--- src/rtl/div_seq_32.sv ---
// Sequential restoring divider: one shared 32-bit ripple subtractor, one quotient bit per cycle.
// Unsigned quotient/remainder with a start/done handshake and a divide-by-zero flag.

module sub_32 (
    input  logic [31:0] in0,
    input  logic [31:0] in1,
    input  logic        bin,
    output logic [31:0] diff,
    output logic        bout
);
    logic [32:0] borrow;

    // NOTE: every variable assigned in always_comb gets a value on all paths, so no latch is inferred.
    always_comb begin
        borrow    = '0;
        diff      = '0;
        borrow[0] = bin;
        for (int i = 0; i < 32; i++) begin
            diff[i]     = in0[i] ^ in1[i] ^ borrow[i];
            borrow[i+1] = (~in0[i] & in1[i]) | (~(in0[i] ^ in1[i]) & borrow[i]);
        end
        bout = borrow[32];
    end
endmodule

module div_seq_32 #(
    parameter logic [31:0] DBZ_QUOT = 32'hFFFF_FFFF
) (
    input  logic        clk,
    input  logic        rst,
    input  logic        start,
    input  logic [31:0] dividend,
    input  logic [31:0] divisor,
    output logic        busy,
    output logic        done,
    output logic        div_by_zero,
    output logic [31:0] quotient,
    output logic [31:0] remainder
);
    typedef enum logic [1:0] {
        IDLE = 2'b00,
        RUN  = 2'b01,
        DONE = 2'b10
    } state_t;

    state_t      state_q, state_d;
    logic [4:0]  count_q, count_d;
    logic [31:0] d_q, d_d;
    logic [31:0] q_q, q_d;
    logic [31:0] r_q, r_d;
    logic [31:0] quotient_q, quotient_d;
    logic [31:0] remainder_q, remainder_d;
    logic        done_q, done_d;
    logic        dbz_q, dbz_d;

    logic [31:0] sub_in0;
    logic [31:0] sub_diff;
    logic        sub_bout;
    logic        ok;
    logic [31:0] r_next;
    logic [31:0] q_next;

    // The partial remainder shifted left by one, with the next dividend bit appended.
    assign sub_in0 = {r_q[30:0], q_q[31]};

    sub_32 u_sub (
        .in0  (sub_in0),
        .in1  (d_q),
        .bin  (1'b0),
        .diff (sub_diff),
        .bout (sub_bout)
    );

    // A set r_q[31] means the shifted value exceeds 32 bits and is therefore larger than any divisor.
    assign ok     = r_q[31] | ~sub_bout;
    assign r_next = ok ? sub_diff : sub_in0;
    assign q_next = {q_q[30:0], ok};

    always_comb begin
        state_d     = state_q;
        count_d     = count_q;
        d_d         = d_q;
        q_d         = q_q;
        r_d         = r_q;
        quotient_d  = quotient_q;
        remainder_d = remainder_q;
        done_d      = 1'b0;
        dbz_d       = dbz_q;

        case (state_q)
            IDLE: begin
                if (start) begin
                    d_d     = divisor;
                    q_d     = dividend;
                    r_d     = '0;
                    count_d = '0;
                    if (divisor == '0) begin
                        state_d     = DONE;
                        quotient_d  = DBZ_QUOT;
                        remainder_d = dividend;
                        dbz_d       = 1'b1;
                        done_d      = 1'b1;
                    end else begin
                        state_d = RUN;
                        dbz_d   = 1'b0;
                    end
                end
            end
            RUN: begin
                r_d = r_next;
                q_d = q_next;
                if (count_q == 5'd31) begin
                    state_d     = DONE;
                    count_d     = '0;
                    quotient_d  = q_next;
                    remainder_d = r_next;
                    done_d      = 1'b1;
                end else begin
                    count_d = count_q + 5'd1;
                end
            end
            DONE: begin
                state_d = IDLE;
            end
            default: begin
                state_d = IDLE;
                count_d = '0;
            end
        endcase
    end

    // NOTE: sequential state uses non-blocking assignments so every flop samples pre-edge values.
    always_ff @(posedge clk) begin
        if (rst) begin
            state_q     <= IDLE;
            count_q     <= '0;
            d_q         <= '0;
            q_q         <= '0;
            r_q         <= '0;
            quotient_q  <= '0;
            remainder_q <= '0;
            done_q      <= 1'b0;
            dbz_q       <= 1'b0;
        end else begin
            state_q     <= state_d;
            count_q     <= count_d;
            d_q         <= d_d;
            q_q         <= q_d;
            r_q         <= r_d;
            quotient_q  <= quotient_d;
            remainder_q <= remainder_d;
            done_q      <= done_d;
            dbz_q       <= dbz_d;
        end
    end

    assign busy        = (state_q == RUN) || (state_q == DONE);
    assign done        = done_q;
    assign div_by_zero = dbz_q;
    assign quotient    = quotient_q;
    assign remainder   = remainder_q;
endmodule

--- config.mk ---
export PLATFORM = sky130hd
export DESIGN_NAME = div_seq_32
export DESIGN_NICKNAME = d
export VERILOG_FILES = /design/src/rtl/div_seq_32.sv
export SDC_FILE = /design/constraint.sdc
export NUM_CORES = 1
export LEC_CHECK = 0
export CORE_UTILIZATION = 40
export CTS_CLUSTER_DIAMETER = 200
export DETAILED_ROUTE_END_ITERATION = 10
export PLACE_DENSITY_LB_ADDON = 0.12
export SLEW_MARGIN = 20
export SYNTH_ARGS = -nofsm -noshare
export SYNTH_HDL_FRONTEND = slang
export SYNTH_HIERARCHICAL = 1
export SYNTH_SLANG_ARGS = --single-unit
--- constraint.sdc ---
create_clock -name clk -period 33.3 [get_ports clk]
set_clock_uncertainty 0.15 [all_clocks]
set_input_delay 4.995 -clock clk [delete_from_list [all_inputs] [get_ports clk]]
set_output_delay 4.995 -clock clk [all_outputs]
set_load 0.005 [all_outputs]
**Word level (Yosys, flattened, before mapping)**

Index checks and enable logic that the tools add are counted.

- ROM bits: 0
- Register bits: 169
- RAM bits: 0
- Input bits: 67
- Logic and storage cells: 272
- Bits in latches: 0
- Memories kept: 0

- Equal/unequal tests: 6
- Bitwise logic cells: 223
- Multiplexer cells: 24
- Add/subtract/negate cells: 1
- Reduce and logical (&&, ||, !) cells: 9
- Shift operators: 0
- Multipliers: 0
- Magnitude comparators: 0
- Div/mod/pow operators: 0

Operators with widths:

| operator | count |
|---|---|
| two-way mux 32 bit | 9 |
| one-hot mux 32 bit (2 select lines) | 4 |
| inverter 1 bit | 65 |
| bitwise AND 1 bit | 63 |
| bitwise XOR 1 bit | 63 |
| logical NOT 32 bit | 1 |
| OR 1 bit | 32 |
| one-hot mux 5 bit (3 select lines) | 1 |
| two-way mux 5 bit | 2 |
| AND reduction 2 bit | 4 |
| two-way mux 2 bit | 3 |
| != test 2 bit (second input constant) | 3 |
| adder 5 x 1 -> 5 bit (second input constant) | 1 |
| equality test 5 bit (second input constant) | 1 |
| one-hot mux 2 bit (2 select lines) | 1 |
| AND reduction 4 bit | 1 |
| two-way mux 1 bit | 3 |
| equality test 2 x 1 -> 1 bit (second input constant) | 1 |
| equality test 2 bit (second input constant) | 1 |
| logical NOT 2 bit | 1 |
| one-hot mux 1 bit (2 select lines) | 1 |
| nonzero test 2 bit | 1 |
| logical OR 1 bit | 1 |

**Logic depth before layout (Yosys ltp)**

Gate-level depths: netlist (run 1).

- Depth after elaboration: 69
- Gate-level depth with buffers: 43
- Gate-level depth less buffers: 41

**Cells and area by module**

Netlist (run 1), hierarchy kept.

By module, submodules not included:

| module | area each (um^2) | seq. area each (um^2) | cells each | instances |
|---|---|---|---|---|
| div_seq_32 | 7642.3 | 3383.2 | 933 | 1 |
| sub_32 | 888.4 | 0.0 | 98 | 1 |

**Least setup slack after synthesis (run 1)**

No wires, ideal clock.

- Path kind: register to register
- From: reg q_q[31]
- To: reg remainder_q[27], in the netlist remainder[27]
- Cell stages (with the launch flop): 43
- Buffers on the path: 2
- Clock period less this slack: 13.474 ns
- Data arrival time: 13.186 ns
- Setup time: 0.138 ns
- Data required time: 33.012 ns
- Path slack: 19.826 ns
- Path through: dfxtp_1 > fa_1 > inv_1 > fa_1 > fa_1 > fa_1 > fa_1 > fa_1 > fa_1 > fa_1 > fa_1 > fa_1 > fa_1 > fa_1 > fa_1 > fa_1 > fa_1 > fa_1 > [7 not listed] > fa_1 > fa_1 > fa_1 > fa_1 > fa_1 > fa_1 > fa_1 > fa_1 > inv_1 > fa_1 > inv_1 > nor2b_1 > clkbuf_1 > buf_2 > mux2i_1 > nor2_1 > a22oi_1 > o221ai_1

- Cells in the longest elaborated chain, start to end: 69
- Elaborated cells on any way between the ends: 70
- Those cells by class: 3 x mux; 67 x bitwise

RTL lines:

| item | line | RTL |
|---|---|---|
| start, declared | 49 | `logic [31:0] q_q, q_d;` |
| start signal, assigned | 148 | `q_q <= q_d;` |
| inverter 1 bit | 20 | `borrow[i+1] = (~in0[i] & in1[i]) \| (~(in0[i] ^ in1[i]) & borrow[i]);` |
| bitwise AND 1 bit (2 in a row) | 20 |  |
| OR 1 bit | 20 |  |
| bitwise AND 1 bit | 20 |  |
| OR 1 bit | 20 |  |
| bitwise AND 1 bit | 20 |  |
| OR 1 bit | 20 |  |
| bitwise AND 1 bit | 20 |  |
| [53 not listed] | -- |  |
| bitwise AND 1 bit | 20 |  |
| OR 1 bit | 20 |  |
| via sub_bout | 58 | `logic sub_bout;` |
| inverter 1 bit | 75 | `assign ok = r_q[31] \| ~sub_bout;` |
| OR 1 bit | 75 |  |
| two-way mux 32 bit | 76 | `assign r_next = ok ? sub_diff : sub_in0;` |
| two-way mux 32 bit | 112 | `if (count_q == 5'd31) begin` |
| one-hot mux 32 bit (2 select lines) | 90 | `case (state_q)` |
| end signal, assigned | 151 | `remainder_q <= remainder_d;` |
| end, declared | 52 | `logic [31:0] remainder_q, remainder_d;` |

The timed path passes the listed nets, and every way through them passes these cells. The select of a mux whose other input is x is not followed.
A chain may end at the register's enable or synchronous reset.

**Worst setup path in the final report (run 1)**

- From: reg q_q[31]
- To: reg remainder_q[0], in the netlist remainder[0]

The elaborated chain is that of the path after synthesis.

==> results.toml, run 1 <==
[timing]
drv_slew = 0
achievable-frequency_mhz = 70.9
worst_slew_margin_rel = 0.419
rsz0062_at_grt = "false"
worst_slack_ps = 19190
setup-tns-final_ps = 0
period_needed_ps = 14110
number_of_setup_violations_in_the_final_report = 0
timing_worst_slew_pin_value_ps = 869
final-hold-violation-count = 0
final_min_period_over_clock_period = 0.424

[worst_setup_path]
startpoint = "q_q[31]$_SDFFE_PP0P_"
regToRegSetupSlack_ps = 19190
critical_path_required_ps = 33480
worst-path-max-fanout = 34
crit_top_cell = "fa_1"
cp.arrival_ps = 14290
standard_cell_with_the_maximum_stage_delay_on_the_critical_path = "fa_1"
critical_path.reg2reg.endpoint = "remainder[0]$_SDFFE_PP0P_"
timing.critical_path.slowest_cell_delay_ps = 430
end_kind = "flop"
critical_path_class = "flop to flop"
worstReg2RegStart = "q_q[31]$_SDFFE_PP0P_"
reg2reg_depth = 41
worstSetupStartpointType = "flop"
cp-endpoint = "remainder[0]$_SDFFE_PP0P_"

[synthesis]
synth_area_per_cell_um2 = 8.27
synth_edf_count = 0
yosys_warnings = 6
synthesis.area_mm2 = 0.00853
synth_simple_gate_area_share = 0.200
synth_xor_area_frac = 0
post_synth_inst_count = 1031
async_reset_ff_frac = 0
yosys_register_bits = 169
ys_dominant_reg_cell = "dfxtp_1"
synth_top_family_by_area = "compound AO/OA/AOI/OAI gates"
synth-compound-area-share = 0.210
synthMuxAreaShare = 0.0375
post_synth_fa_ha_maj_area_fraction = 0.0824
yosysUniqueCellTypes = 42
synthesis.nets = 1135
yosysSeqAreaShare = 0.397

[clocking]
postCtsResizedCells = 0
clk_latency_ps = 440
cts_buffer_depth = 2
cts_made_buffers = 17
post_cts.repair.setup_buffers = 0
clkSlewWorstSetupHoldPaths_ps = 70
root_buffer = "clkbuf_16"
cts_tree = "built"
sinks_on_the_clock_net = 169
post_cts_hold_buffer_count = 0
maximum_level_of_the_cts_h_tree = 4

[global_route]
met3_usage = 0.0423
grt_pass1_vias = 6631
grt_antenna_before_repair = 0
aggregate_global_route_resource_usage = 0.212
grt_max_degree = 105
first_pass_grt_wire_length_mm = 36.6
grt_use_met1 = 0.324
met2_track_demand_over_resource = 0.302
overflow = 0
gr-max-usage-layer = "met1"

[pwr]
power.switching_w = 0.000162
power.density_mw_per_mm2 = 51.3
pwr-share-comb = 0.201
seq_power_share = 0.427
power.share.clock = 0.373
power_switching_share = 0.298
maximum_ir_drop_on_the_vdd_rail_v = 0.0000306
p_int_w = 0.000381
pleak_nw = 3.91

[floorplanning]
die_y_um = 148
die_area_mm2 = 0.0219
core_mm2 = 0.0210
num_rows = 53
die_w_um = 148
initial_utilization = 0.407
ioPinCount = 134

[placed_design]
port-buffer-count = 133
place.detailed.hpwl_mm = 15.1
dpl_worst_slack_ps = 19230
place.gp.congestion = 0.751

[min_path]
worst_hold_path_type = "flop to flop"

[drt]
wirelength_mm = 22.8
route.detailed.wl_per_inst_um = 16.3
post_drt_via_cell_ratio = 5.22
postRouteAntennaNets = 0
firstDrtPassIters = 5
vias_after_detailed_routing = 7295
drt-initial-drc-count = 400
post-route-drc-count = 0

[finish]
drive_gt1_frac = 0.0508
area.growth.synth_to_final_pct = 24.1
fin_nets = 1214
antenna_fix_cells = 0

[outcome]
outcome = "complete, no violations"

[job]
maximum_capacitance_violations = 0
==> how the worst min path moves through the flow <==
stage | startpoint | cells past startpoint | end
detailed placement | d_q[0]$_SDFFE_PP0P_ | 2 | d_q[0]$_SDFFE_PP0P_
finish | count_q[4]$_SDFFE_PP0P_ | 2 | count_q[4]$_SDFFE_PP0P_
global placement | d_q[0]$_SDFFE_PP0P_ | 2 | d_q[0]$_SDFFE_PP0P_
floorplan | r_q[31]$_SDFFE_PP0P_ | 2 | r_q[31]$_SDFFE_PP0P_
CTS | count_q[4]$_SDFFE_PP0P_ | 2 | count_q[4]$_SDFFE_PP0P_
global route | count_q[4]$_SDFFE_PP0P_ | 2 | count_q[4]$_SDFFE_PP0P_
==> critical path: cells and delay by family (launching register included) <==
kind,cells,cell delay [ps]
adders and majority gates,32,12150
muxes,1,210
buffers and inverters,4,470
and+or+nand+nor,1,110
DFF,1,370
AOI/OAI and AO/OA,3,540
==> flip-flops by register name, summed over array words and instances (netlist names) <==
register,flops
count_q,5
d_q,32
div_by_zero,1
done,1
q_q,32
quotient,32
r_q,32
remainder,32
state_q,2
==> final cells by class <==
cell class / count / area, um^2
Clock inverter: 13 / 146
Inverter: 70 / 263
Clock buffer: 19 / 453
Timing Repair Buffer: 146 / 1430
Multi-Input combinational cell: 706 / 4570
Sequential cell: 169 / 3380
Tap cell: 275 / 344
Fill cell: 2066 / 10400
==> routing by layer <==
metal	part of all wire	wire [um]	vias to the layer above
li1	-	-	3722
met1	0.51	11700	3388
met2	0.44	9940	169
met3	0.043	989	16
met4	0.0092	210	0
met5	0	0	-
==> Yosys cell counts (3+ instances only) <==
master      n  area share
nand3_1    34       0.020
nand2_1   139       0.061
o221a_1    30       0.040
nand2b_1    3      0.0022
clkbuf_1   69       0.030
nor2b_1    35       0.026
o221ai_1   31       0.032
o21ai_0     3      0.0018
o21bai_1   31       0.027
dfxtp_1   169        0.40
a21oi_1    75       0.044
inv_1      69       0.030
buf_6       4      0.0053
nor4_1      9      0.0066
buf_2       8      0.0047
buf_1       5      0.0022
fa_1       32       0.075
ha_1        5      0.0073
nor3_1     32       0.019
nor2_1    130       0.057
a22oi_1    32       0.028
mux2i_1    32       0.038
a211oi_1   31       0.027
==> cell families (layout without fill, tap and decap cells) <==
family,count (synthesis),after routing
flops,169,169
simple gates,393,393
other cells,1,1
compound gates,243,243
fa+ha+maj,37,37
buf+inv,156,248
mux,32,32
==> power groups by stage <==
| stage | Sequential (W) | Combinational (W) | Clock, W |
|---|---|---|---|
| 4_1_cts | 0.000232 | 0.000110 | 0.000206 |
| 3_5_place_dp | 0.000237 | 0.000110 | 0 |
| 6_report | 0.000232 | 0.000109 | 0.000202 |
| 2_1_floorplan | 0.000234 | 0.0000693 | 0 |
| 3_3_place_gp | 0.000236 | 0.000109 | 0 |
| 5_1_grt | 0.000234 | 0.000122 | 0.000214 |
==> cells in the final DEF, fill, tap and decap left out, drive strengths merged, types with 2 or more instances in the layout <==
| master | Yosys | layout |
|---|---|---|
| o221a | 31 | 31 |
| inv | 69 | 71 |
| a22oi | 32 | 32 |
| nand4 | 2 | 2 |
| bufinv | 0 | 2 |
| o221ai | 31 | 31 |
| buf | 17 | 14 |
| ha | 5 | 5 |
| nand2 | 139 | 139 |
| clkdlybuf4s50 | 0 | 132 |
| o21ai | 4 | 4 |
| nor2b | 35 | 35 |
| clkinvlp | 0 | 5 |
| nor2 | 130 | 130 |
| nor3 | 32 | 32 |
| a21oi | 75 | 75 |
| nor4 | 9 | 9 |
| a211oi | 31 | 31 |
| clkbuf | 69 | 19 |
| and2 | 2 | 2 |
| or3 | 2 | 2 |
| clkinv | 1 | 5 |
| nand3 | 34 | 34 |
| fa | 32 | 32 |
| o21bai | 31 | 31 |
| nand2b | 3 | 3 |
| mux2i | 32 | 32 |
| dfxtp | 169 | 169 |
| o211ai | 2 | 2 |
==> per-stage QoR <==
stage                     power (W)  std cells  cell area [um^2]  hold slack, ps  utilization
after global routing       0.000571       1398             10600             338        0.505
after floorplan            0.000303       1031              8530             282            -
after global placement     0.000345       1366              9980             295        0.476
after detailed placement   0.000347       1366              9980             303        0.476
after CTS                  0.000548       1398             10600             311        0.505
final                      0.000544       1398             10600             309        0.505
(Power assumes the default switching activity.)
==> inputs of run 2 (changes only) <==
Clock period 33.3 ns to 14.75 ns, I/O delays scaled along.
==> run 2 against run 1 <==
Effect of this change:
- critical path depth is the same
- die area is the same
- first-iteration DRC count grew 41%
- fmax shrank 0.78%
- sequential power grew 130%
- register-to-register slack lost 19000 ps
- combinational power grew 130%
- cell count is the same
==> results.toml, run 2 (synthesis gave the netlist of run 1 again) <==
[outcome]
outcome = "complete, no violations"

[worst_setup_path]
end_kind = "flop"
critical_path_required_ps = 14920
critical_path.top_delay_family = "adder cells"
cp.arrival_ps = 14390
critical_path_buf_inv_count = 4
worst-path-max-fanout = 19
critical_path_class = "flop to flop"
crit_top_cell = "fa_1"
standard_cell_with_the_maximum_stage_delay_on_the_critical_path = "fa_1"
timing.critical_path.slowest_cell_delay_ps = 410
worstSetupStartpointType = "flop"

[job]
maximum_capacitance_violations = 0

[pwr]
power_switching_share = 0.305
power.density_mw_per_mm2 = 114
p_int_w = 0.000835
pleak_nw = 3.89
power.share.clock = 0.356
seq_power_share = 0.436
maximum_ir_drop_on_the_vdd_rail_v = 0.0000661
pwr-share-comb = 0.208
power.switching_w = 0.000367

[timing]
final_min_period_over_clock_period = 0.964
final-hold-violation-count = 0
achievable-frequency_mhz = 70.3
rsz0062_at_grt = "false"
timing_worst_slew_pin_value_ps = 1120
setup-tns-final_ps = 0
number_of_setup_violations_in_the_final_report = 0
worst_slack_ps = 528
period_needed_ps = 14220
worst_slew_margin_rel = 0.254
drv_slew = 0

[global_route]
first_pass_grt_wire_length_mm = 37.3
grt_pass1_vias = 6673
grt_antenna_before_repair = 0
overflow = 0
grt_max_degree = 105
aggregate_global_route_resource_usage = 0.216

[floorplanning]
die_area_mm2 = 0.0219
ioPinCount = 134
die_w_um = 148
core_mm2 = 0.0210
initial_utilization = 0.407
die_y_um = 148
num_rows = 53

[clocking]
cts_buffer_depth = 2
root_buffer = "clkbuf_16"
postCtsResizedCells = 0
post_cts.repair.setup_buffers = 0
clk_latency_ps = 430
post_cts_hold_buffer_count = 0
clkSlewWorstSetupHoldPaths_ps = 60
cts_tree = "built"
maximum_level_of_the_cts_h_tree = 4
cts_made_buffers = 17
sinks_on_the_clock_net = 169

[drt]
post_drt_via_cell_ratio = 5.31
wl_met3_mm = 1.16
postRouteAntennaNets = 0
post-route-drc-count = 0
firstDrtPassIters = 5
routed_length_on_met1_mm = 11.7
drt-initial-drc-count = 562
met2WireLength_mm = 10.0
route.top_layer_used = "met4"
vias_after_detailed_routing = 7430
wirelength_mm = 23.1
route.detailed.wl_per_inst_um = 16.6

[min_path]
worst_hold_path_type = "flop to flop"

[placed_design]
port-buffer-count = 133
place.gp.congestion = 0.745
place.detailed.hpwl_mm = 15.1
dpl_worst_slack_ps = 638

[finish]
ff_latch_area_mm2 = 0.00338
fin_nets = 1214
fillers = 2086
drive_gt1_frac = 0.0499
antenna_fix_cells = 0
mostFrequentLayoutCell = "dfxtp_1"
area.growth.synth_to_final_pct = 23.5
multi_input_comb_area_mm2 = 0.00457
layout_common_cells = "dfxtp_1 (169), nand2_1 (139), clkdlybuf4s50_1 (132), nor2_1 (128), a21oi_1 (74)"
run 2: final timing paths:
path	start	endpoint	slack (ps)	cells past startpoint
min	d_q[0]$_SDFFE_PP0P_	d_q[0]$_SDFFE_PP0P_	310	2
max reg2reg	q_q[31]$_SDFFE_PP0P_	remainder[0]$_SDFFE_PP0P_	530	41
max	q_q[31]$_SDFFE_PP0P_	remainder[0]$_SDFFE_PP0P_	530	41
min reg2reg	d_q[0]$_SDFFE_PP0P_	d_q[0]$_SDFFE_PP0P_	310	2
run 2: per-stage QoR:
stage          utilization  cells  area [um^2]  hold WS, ps  power (W)
2_1_floorplan            -   1031         8530          282   0.000684
3_3_place_gp         0.476   1366         9980          295   0.000783
3_5_place_dp         0.476   1366         9980          305   0.000784
4_1_cts              0.503   1398        10500          314    0.00121
5_1_grt              0.503   1398        10500          335    0.00127
6_report             0.503   1398        10500          310    0.00120
run 2: layer usage:
| metal | global-route usage | vias to the layer above |
|---|---|---|
| li1 | - | 3718 |
| met1 | 0.330 | 3492 |
| met2 | 0.311 | 203 |
| met3 | 0.0306 | 17 |
| met4 | 0.0639 | 0 |
| met5 | 0 | - |
run 2: area by class of cell:
cell class / instances / share of cell area
Multi-Input combinational cell: 706 / 0.433
Sequential cell: 169 / 0.321
Timing Repair Buffer: 146 / 0.135
Clock buffer: 18 / 0.0407
Tap cell: 275 / 0.0326
Inverter: 70 / 0.0251
Clock inverter: 14 / 0.0120
run 2: tightest hold or removal path: cells and delay by family (launching register included):
kind	cells	cell delay, ps
AOI/OAI and AO/OA	1	50
DFF	1	310
and+or+nand+nor	1	50
run 2: power by group through the flow:
stage	Combinational [W]	Clock, W	Sequential, W
floorplan	0.000157	0	0.000528
global placement	0.000249	0	0.000534
detailed placement	0.000250	0	0.000534
CTS	0.000252	0.000436	0.000524
global route	0.000279	0.000458	0.000529
finish	0.000250	0.000428	0.000524
